[config.mk]
export PLATFORM = sky130hd
export DESIGN_NAME = fetch_unit
export DESIGN_NICKNAME = d
export VERILOG_FILES = /design/src/rtl/mips_pkg.sv /design/src/rtl/fetch_queue.sv /design/src/rtl/fetch_unit.sv
export SDC_FILE = /design/constraint.sdc
export NUM_CORES = 1
export LEC_CHECK = 0
export BUFFER_PORTS_ARGS = -buffer_cell sky130_fd_sc_hd__buf_2
export CORE_MARGIN = 10
export CORE_UTILIZATION = 57
export DETAILED_ROUTE_END_ITERATION = 8
export GPL_TIMING_DRIVEN = 0
export PLACE_DENSITY = 0.85
export REMOVE_ABC_BUFFERS = 1
export SLEW_MARGIN = 20
export SYNTH_ARGS = -nofsm -noshare
export SYNTH_HDL_FRONTEND = slang
export SYNTH_HIERARCHICAL = 1
export SYNTH_SLANG_ARGS = --single-unit
[constraint.sdc]
create_clock -name clk -period 20.2 [get_ports clk]
set_input_delay 0 -clock clk [delete_from_list [all_inputs] [get_ports clk]]
set_output_delay 0 -clock clk [all_outputs]
set_load 0.005 [all_outputs]
[src/rtl/mips_pkg.sv]
// Shared definitions for the instruction fetch slice.
// Holds the default reset PC, the data word width, the fetch FSM state
// encoding and the packed {pc, instr} entry stored in the fetch queue.
package mips_pkg;

  localparam int          WORD_W           = 32;
  localparam logic [31:0] RESET_PC_DEFAULT = 32'h0000_3000;

  // REQ: may issue a fetch; WAIT: one request outstanding;
  // DROP: the outstanding request was squashed by a redirect.
  typedef enum logic [1:0] {
    ST_REQ  = 2'd0,
    ST_WAIT = 2'd1,
    ST_DROP = 2'd2
  } fetch_state_t;

  typedef struct packed {
    logic [WORD_W-1:0] pc;
    logic [WORD_W-1:0] instr;
  } fetch_entry_t;

endpackage

[src/rtl/fetch_queue.sv]
// Two-entry FIFO of fetched {pc, instr} pairs.
// Ports:
//   clk, rst_n   clock and asynchronous active-low reset (control state only)
//   i_push       write i_push_data at the tail (ignored when full)
//   i_push_data  64-bit {pc, instr} entry
//   i_pop        remove the head entry (ignored when empty)
//   i_flush      empty the queue; overrides push and pop
//   o_count      number of valid entries (0..2)
//   o_head       head entry, all-zero when the queue is empty
module fetch_queue
  import mips_pkg::*;
(
  input  logic         clk,
  input  logic         rst_n,
  input  logic         i_push,
  input  fetch_entry_t i_push_data,
  input  logic         i_pop,
  input  logic         i_flush,
  output logic [1:0]   o_count,
  output fetch_entry_t o_head
);

  fetch_entry_t r_mem [2];
  logic         r_rd_ptr;
  logic         r_wr_ptr;
  logic [1:0]   r_count;

  logic w_do_push;
  logic w_do_pop;

  assign w_do_push = i_push && (r_count != 2'd2) && !i_flush;
  assign w_do_pop  = i_pop  && (r_count != 2'd0) && !i_flush;

  always_ff @(posedge clk or negedge rst_n) begin
    if (!rst_n) begin
      r_rd_ptr <= 1'b0;
      r_wr_ptr <= 1'b0;
      r_count  <= 2'd0;
    end else if (i_flush) begin
      r_rd_ptr <= 1'b0;
      r_wr_ptr <= 1'b0;
      r_count  <= 2'd0;
    end else begin
      if (w_do_push) r_wr_ptr <= ~r_wr_ptr;
      if (w_do_pop)  r_rd_ptr <= ~r_rd_ptr;
      // Simultaneous push and pop leaves the occupancy unchanged.
      case ({w_do_push, w_do_pop})
        2'b10:   r_count <= r_count + 2'd1;
        2'b01:   r_count <= r_count - 2'd1;
        default: r_count <= r_count;
      endcase
    end
  end

  // Entry storage carries no reset; the head is masked while empty.
  always_ff @(posedge clk) begin
    if (w_do_push) r_mem[r_wr_ptr] <= i_push_data;
  end

  assign o_count = r_count;
  assign o_head  = (r_count != 2'd0) ? r_mem[r_rd_ptr] : '0;

endmodule

[src/rtl/fetch_unit.sv]
// Instruction fetch unit: issues word fetches to instruction memory, keeps
// at most one request outstanding, buffers returned words in a 2-entry
// queue and presents the head to decode with a valid/ready handshake.
// Ports:
//   clk, reset               clock and asynchronous active-low reset
//   redirect_valid/_pc       taken branch/jump from decode; flushes and
//                            retargets fetch (pc bits [1:0] ignored)
//   imem_req/_addr           one-cycle fetch request and word address
//   imem_ack/_rdata          one-cycle response for the outstanding request
//   out_valid/_ready         decode handshake on the queue head
//   out_instr/_pc/_pc4       head instruction, its address, address + 4
module fetch_unit
  import mips_pkg::*;
#(
  parameter logic [31:0] RESET_PC = RESET_PC_DEFAULT,
  parameter int          QDEPTH   = 2
) (
  input  logic              clk,
  input  logic              reset,
  input  logic              redirect_valid,
  input  logic [WORD_W-1:0] redirect_pc,
  output logic              imem_req,
  output logic [WORD_W-1:0] imem_addr,
  input  logic              imem_ack,
  input  logic [WORD_W-1:0] imem_rdata,
  output logic              out_valid,
  input  logic              out_ready,
  output logic [WORD_W-1:0] out_instr,
  output logic [WORD_W-1:0] out_pc,
  output logic [WORD_W-1:0] out_pc4
);

  localparam logic [1:0] QMAX = 2'(QDEPTH);

  fetch_state_t      r_state;
  fetch_state_t      w_next_state;
  logic [WORD_W-1:0] r_pc;

  logic         w_room;
  logic         w_push;
  logic         w_pop;
  logic         w_flush;
  logic [1:0]   w_count;
  fetch_entry_t w_head;
  fetch_entry_t w_push_data;
  logic         w_unused_pc_lsb;

  assign w_unused_pc_lsb = ^redirect_pc[1:0];
  assign w_room          = (w_count < QMAX);

  // State register.
  always_ff @(posedge clk or negedge reset) begin
    if (!reset) r_state <= ST_REQ;
    else        r_state <= w_next_state;
  end

  // Next-state logic. An ack always closes the outstanding request, so a
  // redirect coinciding with an ack returns to REQ rather than DROP.
  always_comb begin
    w_next_state = r_state;
    case (r_state)
      ST_REQ: begin
        if (!redirect_valid && w_room) w_next_state = ST_WAIT;
      end
      ST_WAIT: begin
        if (imem_ack)            w_next_state = ST_REQ;
        else if (redirect_valid) w_next_state = ST_DROP;
      end
      ST_DROP: begin
        if (imem_ack) w_next_state = ST_REQ;
      end
      default: w_next_state = ST_REQ;
    endcase
  end

  // Output logic. Request is masked by reset so nothing is issued while held.
  always_comb begin
    imem_req = 1'b0;
    w_push   = 1'b0;
    w_pop    = 1'b0;
    w_flush  = redirect_valid;
    case (r_state)
      ST_REQ:  imem_req = reset && w_room && !redirect_valid;
      ST_WAIT: w_push   = imem_ack && !redirect_valid;
      default: ;
    endcase
    // A redirect flushes the queue, so it wins over a coincident transfer.
    w_pop = out_valid && out_ready && !redirect_valid;
  end

  always_ff @(posedge clk or negedge reset) begin
    if (!reset)              r_pc <= RESET_PC;
    else if (redirect_valid) r_pc <= {redirect_pc[WORD_W-1:2], 2'b00};
    else if (w_push)         r_pc <= r_pc + 32'd4;
  end

  assign imem_addr         = r_pc;
  assign w_push_data.pc    = r_pc;
  assign w_push_data.instr = imem_rdata;

  fetch_queue u_queue (
    .clk         (clk),
    .rst_n       (reset),
    .i_push      (w_push),
    .i_push_data (w_push_data),
    .i_pop       (w_pop),
    .i_flush     (w_flush),
    .o_count     (w_count),
    .o_head      (w_head)
  );

  assign out_valid = (w_count != 2'd0);
  assign out_instr = w_head.instr;
  assign out_pc    = w_head.pc;
  assign out_pc4   = w_head.pc + 32'd4;

endmodule

# Yosys cells after proc, flatten, opt, wreduce, memory -nomap -nowiden
# Memory sizes are Yosys's and may differ from the RTL's.
# Index checks and enable logic that the tools add are counted.
# classes
n_addsub	4
n_mul	0
n_div	0
n_lt_le_gt_ge	1
eq_ne	8
n_shift	0
muxes	18
n_bitwise	2
reduce_logical	18
# op_table
cell	count
adder 32 x 3 -> 32 bit, second input constant	2
2-to-1 mux 32 bit	2
2-to-1 mux 64 bit	1
logical AND 1 bit	10
2-to-1 mux 2 bit	5
2-to-1 mux 1 bit	8
nonzero test 2 bit	4
inequality test 2 bit, second input constant	3
case mux 2 bit (3 select lines)	1
equality test 2 x 1 -> 1 bit, second input constant	2
equality test 2 bit, second input constant	2
case mux 2 bit (2 select lines)	1
inequality test 3 bit, second input constant	1
AND reduction 3 bit	1
nonzero test 3 bit	1
adder 2 x 1 -> 2 bit, second input constant	1
zero test 2 bit	1
< comparator 2 bit, second input constant	1
inverter 1 bit	2
subtractor 2 x 1 -> 2 bit, second input constant	1
zero test 1 bit	1
# word_totals
register_bits	38
latchBits	0
ram_bits	128
rom_bits	0
in_bits	69
out_inout_bits	130
word_cells	57
mem_count	1
# mem_list
name	words	width	read_ports	rd_ports_with_merged_regs	wr	line_no	source
u_queue.r_mem	2	64	1	0	1	fetch_queue.sv:23	fetch_entry_t r_mem [2];

# Logic depth before layout (Yosys ltp)
# depth
word_depth	8
ltp_mapped	10
depth_no_buf	7

# Cells and area by module
# Netlist, hierarchy kept.
# modules_own_cells
mod	instances	cells_per_inst	area_each_um2	seq_area_each_um2
fetch_queue	1	295	5038.6	3943.8
fetch_unit	1	297	2556.2	803.3

# Worst setup path before layout
# Ideal clock, no wire load.
# synth_timing
path_type	reg2reg
startpoint	register r_state[0]
endpoint	memory u_queue/r_mem[1][0] (netlist bit), enable pin
setup_time_ns	0.578
arrival_time_ns	5.766
required_time_ns	19.622
slack_ns	13.857
path_stages_with_launch	6
n_path_buf	0
synth_period_minus_slack_ns	6.343
path_cell_list	dfrtp_1 nor2b_1 nand2_1 nor2_1 nand2_1 nor3b_1
# synth_via
elab_chain_len	6
# synth_lines
element	line_no	source
start, declared	fetch_unit.sv:35	fetch_state_t r_state;
start signal, assigned	fetch_unit.sv:54	else r_state <= w_next_state;
equality test 2 x 1 -> 1 bit	fetch_unit.sv:82	case (r_state)
2-to-1 mux 1 bit	fetch_unit.sv:82	
named net w_push	fetch_unit.sv:40	logic w_push;
logical AND 1 bit (2 in series)	fetch_queue.sv:31	assign w_do_push = i_push && (r_count != 2'd2) && !i_flush;
2-to-1 mux 1 bit	fetch_queue.sv:57	if (w_do_push) r_mem[r_wr_ptr] <= i_push_data;
2-to-1 mux 1 bit (not written as such)	fetch_queue.sv:57	
end, declared	fetch_queue.sv:23	
# The timed path passes the listed nets, and every way through them passes these cells.

# Final worst setup path
# layout_timing
startpoint	register u_queue.r_count[1] (netlist: u_queue/o_count[1])
endpoint	output out_pc4[24]
# layout_via
elab_chain_len	3
# layout_lines
element	line_no	source
start, declared	fetch_queue.sv:26	logic [1:0] r_count;
start signal, assigned	fetch_queue.sv:48	2'b10: r_count <= r_count + 2'd1;
start signal, assigned	fetch_queue.sv:49	2'b01: r_count <= r_count - 2'd1;
start signal, assigned	fetch_queue.sv:50	default: r_count <= r_count;
nonzero test 2 bit	fetch_queue.sv:61	assign o_head = (r_count != 2'd0) ? r_mem[r_rd_ptr] : '0;
2-to-1 mux 64 bit	fetch_queue.sv:61	
adder 32 x 3 -> 32 bit	fetch_unit.sv:115	assign out_pc4 = w_head.pc + 32'd4;
end, declared	fetch_unit.sv:30	output logic [WORD_W-1:0] out_pc4
# Every way passes these cells.

==> results.json <==
{
  "cp_top_family": "simple AND/OR/NAND/NOR gates",
  "cp.depth": 9,
  "cp-start-kind": "flip-flop",
  "netlist_instances": 592,
  "cpPeakStageDelay_ns": 0.80,
  "synth_edf_count": 128,
  "globalplace.congestion": 0.849,
  "area_growth_pct": 32.9,
  "power.switching_mw": 0.171,
  "synth_area_um2": 7590,
  "post_cts_resized": 0,
  "finalMaxSlewViolations": 0,
  "hpwlAfterDp_um": 13800,
  "via_per_inst": 5.66,
  "clkLatencyLatePin_ns": 0.42,
  "synth_mux_area_frac": 0.0885,
  "arrival_ns": 3.71,
  "swShare": 0.215,
  "clock-root-buffer": "clkbuf_16",
  "multi_input_area_um2": 2650,
  "cts_buffers": 17,
  "coreArea_um2": 13100,
  "antenna_found_initial": 0,
  "grt_max_degree": 42,
  "synth-warning-count": 6,
  "synth-main-ff-cell": "edfxtp_1",
  "required_ns": 20.20,
  "path_class": "flip-flop to primary output",
  "clock_power_share": 0.427,
  "reg2reg_depth": 8,
  "ant_nets": 0,
  "synthAdderAreaFrac": 0.00329,
  "hold_path_class": "input port to flip-flop",
  "tritoncts": "done",
  "tightestPinTransition_ns": 0.959,
  "clock_sinks": 164,
  "fp.dieW_um": 135,
  "cpMaxStageDelayCell": "nor3b_2",
  "synth.distinct_cells": 54,
  "initial_core_util": 0.578,
  "hold_violations": 0,
  "max-cap-violations": 0,
  "setup_violations": 0,
  "synth_top_area_frac": 0.506,
  "die_h_um": 135,
  "drc": 0,
  "register_area_um2": 4750,
  "max_freq_mhz": 270,
  "yosysMostFrequentCell": "edfxtp_1",
  "firstDrtPassIters": 5,
  "synth_compound_area_frac": 0.0468,
  "die_area_um2": 18300,
  "cts_setup_buffers": 0,
  "vias": 5929,
  "pwr_density_cell_nw_per_um2": 79.1,
  "fillers": 791,
  "status": "completed",
  "synth.area.top_cells": "edfxtp_1 (51%), dfrtp_1 (11%), mux2i_1 (8.7%), nor2_1 (4.1%), xnor2_1 (3.0%)",
  "yosys.area_share.simple": 0.162,
  "synth_common_cells": "edfxtp_1 (128), nor2_1 (83), mux2i_1 (66)",
  "synth_top_area_cell": "edfxtp_1",
  "num_io_pins": 199,
  "crit_buf_inv": 2,
  "grt_pass1_vias": 6030,
  "drt_iter0_drc": 400,
  "setup_tns_ns": 0,
  "ir_drop_mv": 0.0646,
  "wirelength_um": 19800,
  "endpoint_kind": "primary output",
  "wire_per_inst_um": 18.9,
  "placed_area_um2": 8830,
  "cellLeakagePower_nw": 4.02,
  "clk_pin_slew_ns": 0.06,
  "synthXorXnorAreaFrac": 0.0438,
  "final_layout_size_suffix_gt1_frac": 0.303,
  "slew_headroom": 0.358,
  "fin_nets": 929,
  "crit_fanout": 25,
  "finalCriticalPeriod_ns": 3.71,
  "ys_seq_area_frac": 0.625,
  "port_buffers": 194,
  "min_period_over_period": 0.183,
  "synth_top_family_by_area": "simple AND/OR/NAND/NOR gates",
  "clockBufferDepth": 2,
  "rsz0062_at_grt": "no",
  "postCtsHoldBufs": 64,
  "async_flop_share": 0.220,
  "whs_path_depth": 4,
  "synth_seq_cells": 164,
  "overflow": 0,
  "n_antenna_cell": 0,
  "htree_levels": 4,
  "fin_hold_ws_ns": 0.129,
  "fp-row-count": 42,
  "p_comb_frac": 0.084,
  "path_cells": "nor2_4 -> buf_16 -> nor2_1 -> ha_1 -> and4_1 -> nor3b_2 -> nand3_1 -> xnor2_1 -> buf_2",
  "fin_area_um2": 10100,
  "p_int_mw": 0.627,
  "power.total_mw": 0.799,
  "finalClockSkew_ns": 0.00995,
  "grt_usage": 0.213,
  "grt_pass1_wl_um": 31100,
  "avgSynthCellArea_um2": 12.8,
  "seqPwrFrac": 0.488
}
path summary, 6_finish.rpt:
| check | startpoint | endpoint | slack [ns] |
|---|---|---|---|
| setup / recovery | u_queue/o_count[1] | out_pc4[24] | 16.49 |
| hold / removal | out_ready | u_queue/o_count[1] | 0.13 |
| setup reg to reg | r_state[0] | u_queue/r_mem[1][6] | 17.35 |
| hold reg to reg | r_state[1] | r_state[0] | 0.52 |
| max in group asynchronous | reset | u_queue/r_rd_ptr | 19.34 |
| min in group asynchronous | reset | imem_addr[24] | 0.23 |
cell usage in the layout, fill, tap and decap left out, types with 3 or more instances in the layout:
| master | n |
|---|---|
| a21oi_1 | 5 |
| a31oi_1 | 14 |
| and3_1 | 10 |
| and4_1 | 10 |
| buf_16 | 3 |
| buf_2 | 194 |
| buf_4 | 11 |
| buf_6 | 3 |
| bufinv_16 | 5 |
| clkbuf_1 | 4 |
| clkbuf_16 | 17 |
| clkinv_2 | 3 |
| conb_1 | 6 |
| dfrtp_1 | 33 |
| dlygate4sd3_1 | 64 |
| edfxtp_1 | 128 |
| inv_1 | 8 |
| mux2i_1 | 66 |
| nand2_1 | 30 |
| nand3_1 | 22 |
| nand4_1 | 18 |
| nor2_1 | 83 |
| nor2b_1 | 4 |
| o211ai_1 | 6 |
| o21ai_0 | 11 |
| o31ai_1 | 12 |
| or4_1 | 17 |
| xnor2_1 | 26 |
| xor2_1 | 12 |
metrics by stage:
| stage | std cells | setup slack (ns) | util |
|---|---|---|---|
| after floorplan | 564 | 13.86 | - |
| after global placement | 934 | 11.52 | 0.655 |
| after detailed placement | 951 | 16.99 | 0.672 |
| after CTS | 1047 | 16.50 | 0.768 |
| after global routing | 1047 | 16.30 | 0.768 |
| final | 1047 | 16.49 | 0.768 |
sequential cells by signal (all words and copies together) (netlist names):
register	count
u_queue/r_rd_ptr	1
r_state	2
imem_addr	30
u_queue/r_wr_ptr	1
u_queue/o_count	2
u_queue/r_mem	128
worst reg2reg max path: cells and delay by family (launching register included):
kind	cells	cell delay (ns)
AND/OR/NAND/NOR	5	1.45
flip-flops	1	0.41
buffers and inverters	3	0.71
metal layers:
metal	part of all wire	routed length (um)	vias up	GRT usage
met5	0	0	-	0
met4	0.019	372	0	0.0849
met3	0.088	1740	34	0.0642
met2	0.50	9920	322	0.353
met1	0.39	7800	2825	0.255
li1	-	-	2748	-
kinds of logic (layout without fill, tap and decap cells):
group,count (synthesis),after routing
AOI/OAI and AO/OA,54,54
xor gates and xnor gates,38,38
adders and majority gates,2,2
buffers and inverters,42,316
DFF,164,164
muxes,67,67
other,1,6
and+or+nand+nor,224,224
cell type report:
type                    instances  area share
clock buffers                  21      0.0436
clock inverters                11      0.0183
inverters                       9     0.00335
multi-input cells             391       0.263
flip-flops and latches        164       0.471
well taps                     176      0.0218
repair buffers                275       0.179
power groups by stage:
stage                     clock [mW]  combinational [mW]  sequential, mW
after detailed placement           0              0.0569           0.396
final                          0.341              0.0675           0.390
after floorplan                    0              0.0250           0.393
after global routing           0.357              0.0741           0.392
after global placement             0              0.0523           0.396
after CTS                      0.344              0.0671           0.390
No activity file was read; power rests on OpenSTA's default activity.
